[config.mk]
export PLATFORM = sky130hd
export DESIGN_NAME = rgbled_sequencer
export DESIGN_NICKNAME = d
export VERILOG_FILES = /design/src/rtl/rgbled_sequencer.sv
export SDC_FILE = /design/constraint.sdc
export NUM_CORES = 1
export LEC_CHECK = 0
export ABC_CLOCK_PERIOD_IN_PS = 2600
export BUFFER_PORTS_ARGS = -buffer_cell sky130_fd_sc_hd__buf_2
export CAP_MARGIN = 0
export CORE_ASPECT_RATIO = 0.75
export CORE_MARGIN = 3
export CORE_UTILIZATION = 31
export DETAILED_ROUTE_END_ITERATION = 7
export HOLD_SLACK_MARGIN = 0.03
export PLACE_DENSITY = 0.46
export RECOVER_POWER = 50
export SKIP_CTS_REPAIR_TIMING = 1
export SYNTH_ARGS = -nofsm -noshare
export SYNTH_HDL_FRONTEND = slang
export SYNTH_SLANG_ARGS = --single-unit
[constraint.sdc]
create_clock -name clk -period 2.6 [get_ports clk]
set_clock_uncertainty 0.15 [all_clocks]
set_input_delay 0.52 -clock clk [delete_from_list [all_inputs] [get_ports clk]]
set_output_delay 0.52 -clock clk [all_outputs]
set_load 0.03 [all_outputs]
[src/rtl/rgbled_sequencer.sv]
// rgbled_sequencer: plays a host-written step table of r/g/b speeds and durations into the RGB cycle block.
module rgbled_sequencer #(
  parameter int DEPTH = 8,
  parameter int DUR_W = 16,
  parameter int TICK_DIV = 12000,
  localparam int ADDR_W = $clog2(DEPTH)
) (
  input  logic                clk,
  input  logic                rst,
  input  logic                wr_en,
  input  logic [ADDR_W-1:0]   wr_addr,
  input  logic [15+DUR_W-1:0] wr_data,
  input  logic [ADDR_W-1:0]   last_idx,
  input  logic                loop_en,
  input  logic                start,
  input  logic                stop,
  output logic [4:0]          r_speed,
  output logic [4:0]          g_speed,
  output logic [4:0]          b_speed,
  output logic                cycle_en,
  output logic                busy,
  output logic [ADDR_W-1:0]   step_idx,
  output logic                done
);
  localparam int PW = $clog2(TICK_DIV);
  typedef enum logic [1:0] {IDLE, LOAD, RUN} state_t;
  state_t state, state_nxt;
  logic [15+DUR_W-1:0] mem [DEPTH];
  logic [ADDR_W-1:0] idx, idx_nxt;
  logic [DUR_W-1:0] cnt;
  logic [PW-1:0] pre;
  logic first, tick, adv, at_last;
  assign tick = state == RUN && pre == PW'(TICK_DIV - 1);
  assign adv = tick && cnt == DUR_W'(1);
  assign at_last = idx == last_idx;
  assign step_idx = idx;
  always_ff @(posedge clk or posedge rst)
    if (rst) state <= IDLE;
    else state <= state_nxt;
  always_comb begin
    state_nxt = state;
    idx_nxt = idx;
    if (stop) begin
      state_nxt = IDLE;
      idx_nxt = '0;
    end else if (start) begin
      state_nxt = LOAD;
      idx_nxt = '0;
    end else if (state == LOAD) begin
      state_nxt = RUN;
    end else if (adv) begin
      state_nxt = (at_last && !loop_en) ? IDLE : LOAD;
      idx_nxt = at_last ? '0 : idx + 1'b1;
    end
  end
  always_comb begin
    busy = state != IDLE;
    cycle_en = state == RUN || (state == LOAD && !first);
    done = adv && !stop && !start && at_last && !loop_en;
  end
  // Table has no reset so contents survive rst; a LOAD reads the pre-write value on a same-cycle write.
  always_ff @(posedge clk)
    if (wr_en) mem[wr_addr] <= wr_data;
  always_ff @(posedge clk or posedge rst)
    if (rst) begin
      idx <= '0;
      cnt <= '0;
      pre <= '0;
      first <= 1'b0;
      {b_speed, g_speed, r_speed} <= '0;
    end else begin
      idx <= idx_nxt;
      pre <= (state == RUN && !tick) ? pre + 1'b1 : '0;
      first <= state == IDLE || (state == LOAD && first);
      if (state_nxt == IDLE) begin
        cnt <= '0;
        {b_speed, g_speed, r_speed} <= '0;
      end else if (state == LOAD) begin
        {cnt, b_speed, g_speed, r_speed} <= mem[idx];
      end else if (tick && cnt != '0) begin
        cnt <= cnt - 1'b1;
      end
    end
endmodule

Word level (Yosys, flattened, before mapping). Memories as Yosys holds them, arrays and structs flattened. Cells that the tools add are included.

Word-level logic and storage cells: 66. Register bits after elaboration: 51. Output and inout bits: 21. Input port bits: 43. Memories kept: 1. Memory bits (writable): 248.

Mux-type cells: 22. Equal/unequal tests: 6. Reductions and logical operators: 26. Add/sub/neg operators: 3.

Memory list: mem (depth 8, bits a word 31, rd ports 1, clocked after memory_dff 0, wr ports 1, line 28) `logic [15+DUR_W-1:0] mem [DEPTH];`.

Operators with widths (number): $mux W16 (3); $mux W5 (6); $eq A16 B1 Y1 const B (1); $reduce_bool A16 Y1 (1); $sub A16 B1 Y16 const B (1); $mux W3 (5); $add A14 B1 Y14 const B (1); $eq A14 B14 Y1 const B (1); $mux W14 (1); $logic_and A1 B1 Y1 (11); $mux W2 (4); $reduce_bool A3 Y1 (2); $logic_not A1 Y1 (5); $logic_not A2 Y1 (2); $reduce_bool A2 Y1 (2); $add A3 B1 Y3 const B (1); $eq A3 B3 Y1 (1); $mux W1 (3); $ne A3 B3 Y1 const B (1); $eq A2 B1 Y1 const B (1); $eq A2 B2 Y1 const B (1); $logic_or A1 B1 Y1 (2); $reduce_and A2 Y1 (1).

Longest topological paths before layout. Gate-level depths: netlist of run 1.

Depth in word-level cells: 9. Depth in mapped cells: 9. Mapped depth without buffers: 8.

Worst setup path after synthesis of run 1. OpenSTA, ideal clock, no wires.

Path kind: in2reg. From: input wr_addr[2]. To: memory mem[0][0] (netlist bit), enable pin. Cell stages on the path: 2. Setup time: 0.458 ns. Path buffers: 0. Slack: -0.847 ns. Required time: 1.992 ns. Arrival time: 2.839 ns. Cell sequence: nand2b_1 -> nor3_1.

RTL lines: from (decl) (line 11) `input logic [ADDR_W-1:0] wr_addr,`; to (decl) (line 28).

Straight into the memory's write port.

Worst setup path in the final report of run 1.
From: register cnt[2]. To: output done.

Longest elaborated chain between the ends: 6.

Ends and longest elaborated chain: from (decl) (line 30) `logic [DUR_W-1:0] cnt;`; from (signal assigned) (line 79) `{cnt, b_speed, g_speed, r_speed} <= mem[idx];`; from (signal assigned) (line 81) `cnt <= cnt - 1'b1;`; $eq A16 B1 Y1 (line 34) `assign adv = tick && cnt == DUR_W'(1);`; $logic_and A1 B1 Y1 (line 34); $logic_and A1 B1 Y1 (4 in series) (line 59) `done = adv && !stop && !start && at_last && !loop_en;`; to (decl) (line 23) `output logic done`.

Every way passes these cells.

==> run_results.csv, run 1 <==
group,metric,value,unit
pwr,peakVddDrop,558,uV
sta,setup_violations,1,
min_path,holdPathEnd,"step_idx[2]",
cts,cts_buffers,30,
grt,grt_overflow_total,0,
floorplan,fp-row-count,61,
sta,finalHoldViolCount,0,
floorplan,io_pins,64,
sta,worst_pin_slew,1.45,ns
cells_and_area,area_growth,23.8,%
sta,drv_slew,0,
place,gp_congestion,0.765,
min_path,holdPathStages,3,
sta,fin_crit_sh,118,%
cts,clk_pin_slew_worst_paths,0.07,ns
cts,cts_max_level,1,
sta,timing.slew.headroom,3.30,%
sta,period_minus_slack,3.06,ns
worst_setup_path,startpoint_type,"register",
logic_synthesis,seq_area_frac_synth,73.0,%
sta,max_freq,327,MHz
logic_synthesis,synth_top_area_cell,"edfxtp_1",
cts,cts-root-buf,"clkbuf_16",
floorplan,die_w,233,um
logic_synthesis,async_flop_share,17.1,%
logic_synthesis,yosysWarnings,0,
grt,grt_use_total,13.6,%
floorplan,die_area,0.0409,mm^2
worst_setup_path,critPathArrivalTime,2.39,ns
outcome,violations,"setup timing",
sta,setup_tns,-0.459,ns
pwr,power.leakage,0.00478,uW
logic_synthesis,avgSynthCellArea,18.3,um^2
grt,grt_max_degree,52,
worst_setup_path,r2r_end,"cnt[12]",
drt,drc_errors,0,
cells_and_area,fin_cells,1302,
logic_synthesis,synth_cell_types,54,
place,place_ws,-0.00736,ns
drt,vias,6444,
worst_setup_path,cp_slowest_cell,"or4_4",
logic_synthesis,postSynthCellCount,651,
worst_setup_path,crit_path_max_fanout,2,
pwr,p_per_area,702,mW/mm^2
sta,worst_slack,-0.459,ns
cts,cts_tree,"yes",
worst_setup_path,r2r-start,"cnt[2]",
logic_synthesis,ys_seq_elements,299,
worst_setup_path,critPathKind,"reg -> out",
worst_setup_path,r2r_slack,0.05,ns
cts,cts_buffer_depth,3,
cells_and_area,drive_above_1_share,32.6,%
logic_synthesis,syn_area,0.0119,mm^2
drt,post_drt_wl_per_cell,21.8,um
drt,dr.pass1.iters,4,
min_path,min_from,"stop",
grt,grt_pass1_vias,6768,
drt,detail-route-antenna-nets,0,
logic_synthesis,synth-edff-count,248,
worst_setup_path,cp.required,1.93,ns
cts,insertion_delay,0.56,ns
floorplan,initial_utilization,31.8,%
logic_synthesis,synth_ff_type,"edfxtp_1",
drt,wl,28400,um
drt,drt-initial-drc-count,402,
sta,rsz0062_at_grt,"true",
place,dp.cells,1226,
job,drv_cap,0,
worst_setup_path,max_stage_delay,0.56,ns
logic_synthesis,yosys-top-cells-area,"edfxtp_1, mux4_2, dfrtp_1, a211oi_1, nor2_1",
drt,routed_via_density,4.95,
logic_synthesis,synth.most_common_cell,"edfxtp_1",
logic_synthesis,yosysTopAreaCellShare,62.4,%
place,portBuffers,63,
cells_and_area,fin_nets,822,
grt,grt_antenna_before_repair,0,
outcome,status,"complete, but fails checks",
logic_synthesis,synthTopCellsByCount,"edfxtp_1, mux4_2, dfrtp_1, nor2_1",
worst_setup_path,cp_cell_sequence,"or4_4 -> nor4_4 -> and2_4 -> nand2_2 -> nor4_4 -> buf_6",
place,dp_hpwl,16100,um
worst_setup_path,crit_path_frequent_cell,"nor4_4",
sta,hold_ws,0.153,ns
logic_synthesis,syn_nets,699,
grt,grt_pass1_wl,41900,um
cells_and_area,antenna_cells,0,
floorplan,core-area,0.0376,mm^2
min_path,hold_class,"in -> reg",
worst_setup_path,endpoint_kind,"output port",
cts,clkSinkCount,299,
floorplan,fp.dieH,176,um
worst_setup_path,ff2ff_path_depth,9,
-- area by class of cell --
cell class / count / area, um^2
fillers: 3432 / 22800
flip-flops and latches: 299 / 8730
multi-input cells: 315 / 3440
repair buffers: 121 / 955
clock buffers: 47 / 876
well taps: 504 / 631
clock inverters: 9 / 126
inverters: 7 / 26.3
-- worst max-delay path by stage --
| stage | startpoint | to | slack, ns |
|---|---|---|---|
| global route | cnt[1] | done | -0.57 |
| floorplan | wr_addr[2] | mem[1][0] | -0.02 |
| finish | cnt[2] | done | -0.46 |
| CTS | pre[5] | done | -0.64 |
| detailed placement | pre[5] | done | -0.007 |
| global placement | pre[5] | done | 0.01 |
-- cells in the final DEF, fill, tap and decap left out, types with 5 or more instances in the layout --
master,count
a211oi_2,18
a21oi_1,10
a22oi_1,6
a31oi_1,5
buf_12,13
buf_2,32
buf_4,34
clkbuf_1,43
clkbuf_16,33
clkinv_2,5
dfrtp_1,48
edfxtp_1,248
inv_1,6
mux2i_1,17
mux4_2,62
nand2_1,22
nand2b_1,7
nand3_1,13
nand4_1,6
nor2_1,40
nor2_4,7
nor2b_1,5
nor3_1,7
nor4_4,7
xnor2_1,10
xor2_1,5
-- cells by family (layout without fill, tap and decap cells) --
kind of cell / after synthesis / in the layout / share of synthesized area [%]
flops: 299 / 299 / 73.0
simple gates: 148 / 148 / 6.74
mux: 80 / 80 / 13.2
compound gates: 67 / 67 / 4.06
buf+inv: 37 / 184 / 1.32
xor+xnor: 15 / 15 / 1.10
fa+ha+maj: 5 / 5 / 0.524
-- critical path: cells and delay by family, from the launching register on --
family | cells | cell delay (ns)
AND/OR/NAND/NOR | 5 | 1.29
flip-flops | 1 | 0.38
buffers and inverters | 1 | 0.16
-- where the power goes --
group / internal [uW] / switching [uW]
logic: 225 / 368
registers: 5350 / 51.4
clock network: 2610 / 1780
-- per-layer routing --
| layer | global-route usage (%) | vias to the layer above | wire length (um) |
|---|---|---|---|
| met3 | 2.61 | 41 | 1140 |
| met4 | 2.85 | 0 | 489 |
| met5 | 0 | - | 0 |
| met2 | 22.0 | 131 | 13500 |
| li1 | - | 2870 | - |
| met1 | 19.2 | 3402 | 13300 |
-- per-stage QoR --
step / utilization, % / instance area (um^2) / total power (uW)
3_5_place_dp: 35.5 / 13300 / 6020
3_3_place_gp: 35.5 / 13300 / 5990
6_report: 39.4 / 14800 / 10400
2_1_floorplan: - / 12000 / 5750
4_1_cts: 38.2 / 14300 / 10400
5_1_grt: 39.4 / 14800 / 10800
-- registers in the layout (all words and copies together), names as in the netlist --
name      count
mem         248
r_speed       5
b_speed       5
first         1
g_speed       5
cnt          16
state         2
pre          14
step_idx      3
(Power assumes the default switching activity.)
==> run 2, diff against run 1 <==
- SKIP_LAST_GASP: unset -> 1
==> run 2 against run 1 <==
Effect of this change: the flow still finishes with violations (setup timing); final cell count is the same; first-iteration DRC count down 1.5%; register-to-register slack worse by 0.03 ns; utilization fell by 0.060 points; die area is the same; flip-flop and latch count unchanged; sequential power about the same; critical path type unchanged.
==> run_results.csv, run 2 (synthesized netlist as in run 1, its figures left out) <==
group,metric,value,unit
sta,timing.slew.headroom,3.09,%
place,gp_congestion,0.765,
floorplan,fp.dieH,176,um
worst_setup_path,r2r_slack,0.02,ns
sta,setup_tns,-0.461,ns
floorplan,initial_utilization,31.8,%
cells_and_area,n_fill_cell,3439,
sta,setup_violations,1,
cells_and_area,final_cell_mix,"edfxtp_1, mux4_2, dfrtp_1, clkbuf_1, nor2_1",
outcome,status,"complete, but fails checks",
drt,dr.pass1.iters,5,
floorplan,die_w,233,um
floorplan,io_pins,64,
worst_setup_path,critPathKind,"reg -> out",
floorplan,fp-row-count,61,
min_path,hold_class,"in -> reg",
drt,drc_errors,0,
drt,post_drt_wl_per_cell,21.8,um
pwr,p_per_area,703,mW/mm^2
cts,clk_pin_slew_worst_paths,0.07,ns
place,dpl_cell_area,0.0133,mm^2
min_path,min_from,"stop",
worst_setup_path,critPathArrivalTime,2.39,ns
drt,routed_via_density,4.95,
pwr,internal-power,8180,uW
sta,worst_pin_slew,1.45,ns
worst_setup_path,cp.required,1.93,ns
worst_setup_path,crit_start,"cnt[2]",
sta,rsz0062_at_grt,"true",
worst_setup_path,crit_path_max_fanout,2,
pwr,switchingPower,2190,uW
grt,grt_pass1_wl,41900,um
grt,grt_overflow_total,0,
sta,worst_slack,-0.461,ns
pwr,p_seq_share,52.1,%
pwr,swShare,21.1,%
cells_and_area,antenna_cells,0,
job,drv_cap,0,
worst_setup_path,endpoint_kind,"output port",
cts,cts_buffer_depth,3,
cts,cts_tree,"yes",
cells_and_area,area_growth,23.6,%
cells_and_area,seqCellArea,0.00873,mm^2
grt,grt_pass1_vias,6768,
drt,wl,28400,um
cells_and_area,top_regs,"mem x248, cnt x16, pre x14",
grt,grt_antenna_before_repair,0,
sta,finalHoldViolCount,0,
cells_and_area,regMostFlops,"mem",
worst_setup_path,startpoint_type,"register",
cells_and_area,fin_nets,822,
drt,drt-initial-drc-count,396,
cells_and_area,multi_input_area,0.00342,mm^2
pwr,pwr-share-clk,42.2,%
cts,clkSinkCount,299,
floorplan,core-area,0.0376,mm^2
cts,cts_buffers,30,
drt,detail-route-antenna-nets,0,
pwr,combPwrFrac,5.7,%
place,place_ws,-0.00736,ns
place,portBuffers,63,
sta,fin_crit_sh,118,%
floorplan,die_area,0.0409,mm^2
sta,max_freq,327,MHz
outcome,violations,"setup timing",
grt,grt_max_degree,52,
cts,cts_max_level,1,
cts,cts-root-buf,"clkbuf_16",
cells_and_area,stdcell_area,0.0148,mm^2
drt,vias,6439,
grt,grt_use_total,13.6,%
sta,drv_slew,0,
pwr,power.leakage,0.00478,uW
worst_setup_path,r2r-start,"cnt[2]",
sta,hold_ws,0.144,ns
place,dp_hpwl,16100,um
cells_and_area,final_common_cell,"edfxtp_1",
cells_and_area,drive_above_1_share,32.6,%
cells_and_area,utilization,39.3,%
sta,period_minus_slack,3.06,ns
pwr,peakVddDrop,560,uV
cts,insertion_delay,0.56,ns
cells_and_area,largest_reg_flops,248,
## run 2: critical path: stages (launching register included)
cell and delay (ns):
dfrtp_1 0.38, or4_4 0.56, nor4_4 0.20, and2_4 0.20, nand2_2 0.06, nor4_4 0.27
buf_6 0.16
## run 2: stage by stage
| stage | power [uW] | std cells |
|---|---|---|
| after floorplan | 5750 | 651 |
| after global placement | 5990 | 1226 |
| after detailed placement | 6020 | 1226 |
| after CTS | 10400 | 1282 |
| after global routing | 10800 | 1302 |
| final | 10400 | 1302 |
## run 2: per-layer routing
layer,wire (um),vias up,global-route usage [%]
li1,-,2872,-
met1,13400,3415,19.2
met2,13400,113,22.0
met3,1120,39,2.61
met4,485,0,2.85
met5,0,-,0
## run 2: cell type report
class	count	area share [%]
Sequential cell	299	59.2
Timing Repair Buffer	121	6.44
Tap cell	504	4.27
Inverter	7	0.178
Multi-Input combinational cell	315	23.2
Clock inverter	9	0.856
Clock buffer	47	5.93
## run 2: path summary, 6_finish.rpt
| check | to | cells after the start |
|---|---|---|
| worst max-delay path | done | 6 |
| worst min-delay path | step_idx[2] | 3 |
| worst max register to register | g_speed[4] | 10 |
| worst min register to register | pre[0] | 1 |
| max in group asynchronous | step_idx[0] | 4 |
| min in group asynchronous | pre[9] | 4 |
## run 2: power groups by stage
stage          registers (uW)  clock network, uW  logic [uW]
2_1_floorplan            5510                  0         242
3_3_place_gp             5490                  0         494
3_5_place_dp             5500                  0         513
4_1_cts                  5400               4530         515
5_1_grt                  5410               4740         641
6_report                 5400               4380         589
==> run 3, diff against run 2 <==
- CORE_UTILIZATION: 31 -> 35
- CTS_BUF_LIST: unset -> sky130_fd_sc_hd__clkbuf_4 sky130_fd_sc_hd__clkbuf_8
- PLACE_DENSITY: 0.46 -> 0.5
==> run 3 against run 2 <==
Effect of this change: the flow still finishes with violations (setup timing); flip-flop and latch count is the same; routed wire length shrank 2.6%; via count grew 2.3%.
==> run_results.csv, run 3 (synthesized netlist as in run 1, its figures left out) <==
group,metric,value,unit
worst_setup_path,r2r_slack,0.02,ns
sta,timing.slew.headroom,39.5,%
cells_and_area,final_cell_mix,"edfxtp_1, mux4_2, clkbuf_8, dfrtp_1, nor2_1",
drt,drc_errors,0,
sta,period_minus_slack,3.06,ns
worst_setup_path,startpoint_type,"register",
cts,cts-root-buf,"clkbuf_8",
drt,routed_via_density,5.16,
cells_and_area,top_regs,"mem x248, cnt x16, pre x14",
sta,fin_crit_sh,118,%
worst_setup_path,crit_path_frequent_cell,"nor4_4",
cts,insertion_delay,0.58,ns
pwr,peakVddDrop,565,uV
sta,worst_pin_slew,0.904,ns
outcome,status,"complete, but fails checks",
sta,finalHoldViolCount,0,
cts,cts_max_level,2,
worst_setup_path,cp.required,1.93,ns
place,dpl_cell_area,0.0133,mm^2
worst_setup_path,cp_cell_sequence,"or4_4 -> nor4_4 -> and2_4 -> nand2_4 -> nor4_4 -> buf_4",
grt,grt_use_total,15.4,%
grt,grt_max_degree,49,
pwr,pwr-share-clk,41.1,%
worst_setup_path,crit_start,"cnt[4]",
cells_and_area,final_common_cell,"edfxtp_1",
cells_and_area,regMostFlops,"mem",
sta,setup_tns,-0.456,ns
drt,dr.pass1.iters,5,
cells_and_area,fin_nets,843,
cells_and_area,n_fill_cell,2902,
floorplan,initial_utilization,36.2,%
worst_setup_path,endpoint,"done",
pwr,p_seq_share,53.8,%
cells_and_area,stdcell_area,0.0144,mm^2
pwr,switchingPower,2180,uW
worst_setup_path,critPathKind,"reg -> out",
outcome,violations,"setup timing",
drt,vias,6584,
worst_setup_path,endpoint_kind,"output port",
grt,grt_pass1_vias,7002,
cts,clkSinkCount,299,
grt,grt_overflow_total,0,
place,dp_hpwl,16700,um
cts,cts_buffer_depth,3,
drt,detail-route-antenna-nets,0,
grt,grt_antenna_before_repair,1,
drt,wl,27600,um
job,drv_cap,0,
place,place_ws,0.0328,ns
pwr,swShare,21.7,%
cts,cts_tree,"yes",
cells_and_area,drive_above_1_share,31.6,%
floorplan,die_area,0.0364,mm^2
pwr,power,10000,uW
worst_setup_path,r2r-start,"pre[0]",
cells_and_area,antenna_cells,0,
sta,setup_violations,1,
worst_setup_path,r2r_end,"step_idx[2]",
pwr,internal-power,7860,uW
floorplan,io_pins,64,
floorplan,fp-row-count,57,
pwr,p_per_area,697,mW/mm^2
sta,worst_slack,-0.456,ns
cts,cts_buffers,47,
sta,drv_slew,0,
sta,rsz0062_at_grt,"true",
pwr,power.leakage,0.00478,uW
worst_setup_path,cp_slowest_cell,"or4_4",
worst_setup_path,ff2ff_path_depth,8,
floorplan,die_w,219,um
pwr,combPwrFrac,5.1,%
worst_setup_path,critPathArrivalTime,2.39,ns
drt,drt-initial-drc-count,476,
place,portBuffers,63,
cells_and_area,area_growth,20.6,%
place,gp_congestion,0.785,
worst_setup_path,max_stage_delay,0.57,ns
cts,clk_pin_slew_worst_paths,0.06,ns
floorplan,fp.dieH,166,um
worst_setup_path,crit_path_max_fanout,3,
min_path,hold_class,"in -> reg",
floorplan,core-area,0.0330,mm^2
sta,max_freq,327,MHz
cells_and_area,largest_reg_flops,248,
drt,post_drt_wl_per_cell,21.7,um
grt,grt_pass1_wl,42300,um
[run 3: worst min path at each step]
stage           startpoint          to  depth (start not counted)
5_1_grt        wr_data[28]  mem[5][28]                          1
6_report       wr_data[25]  mem[5][25]                          1
3_5_place_dp        pre[0]      pre[0]                          1
4_1_cts                rst     pre[12]                          2
3_3_place_gp        pre[0]      pre[0]                          1
2_1_floorplan       pre[0]      pre[0]                          1
[run 3: metal layers]
layer,up-vias,GRT usage (%),part of all wire (%)
met4,2,4.62,2.0
met2,162,22.8,45
met3,56,3.86,5.6
li1,2944,-,-
met5,-,0,0.062
met1,3420,22.7,47
[run 3: layout make-up]
| class | instances | area (um^2) | share of cell area [%] |
|---|---|---|---|
| Multi-Input combinational cell | 315 | 3180 | 22.1 |
| Tap cell | 442 | 553 | 3.84 |
| Clock inverter | 10 | 76.3 | 0.530 |
| Inverter | 7 | 26.3 | 0.182 |
| Timing Repair Buffer | 125 | 933 | 6.48 |
| Sequential cell | 299 | 8730 | 60.6 |
| Clock buffer | 77 | 910 | 6.31 |
[run 3: power groups by stage]
stage	sequential, uW	combinational, uW	clock, uW
floorplan	5510	242	0
global placement	5490	505	0
detailed placement	5500	519	0
CTS	5400	521	4260
global route	5410	568	4500
finish	5400	515	4120
[run 3: through the flow]
step	utilization, %	std cells	hold slack, ns
global placement	40.3	1170	0.317
global route	43.6	1275	0.121
finish	43.6	1275	0.132
CTS	43.3	1257	-0.209
detailed placement	40.3	1170	0.329
floorplan	-	651	0.305
[run 3: worst max-delay path: cells and delay by family, from the launching register on]
kind,cells,cell delay [ns]
AND/OR/NAND/NOR,5,1.25
flip-flops,1,0.37
buffers and inverters,1,0.19
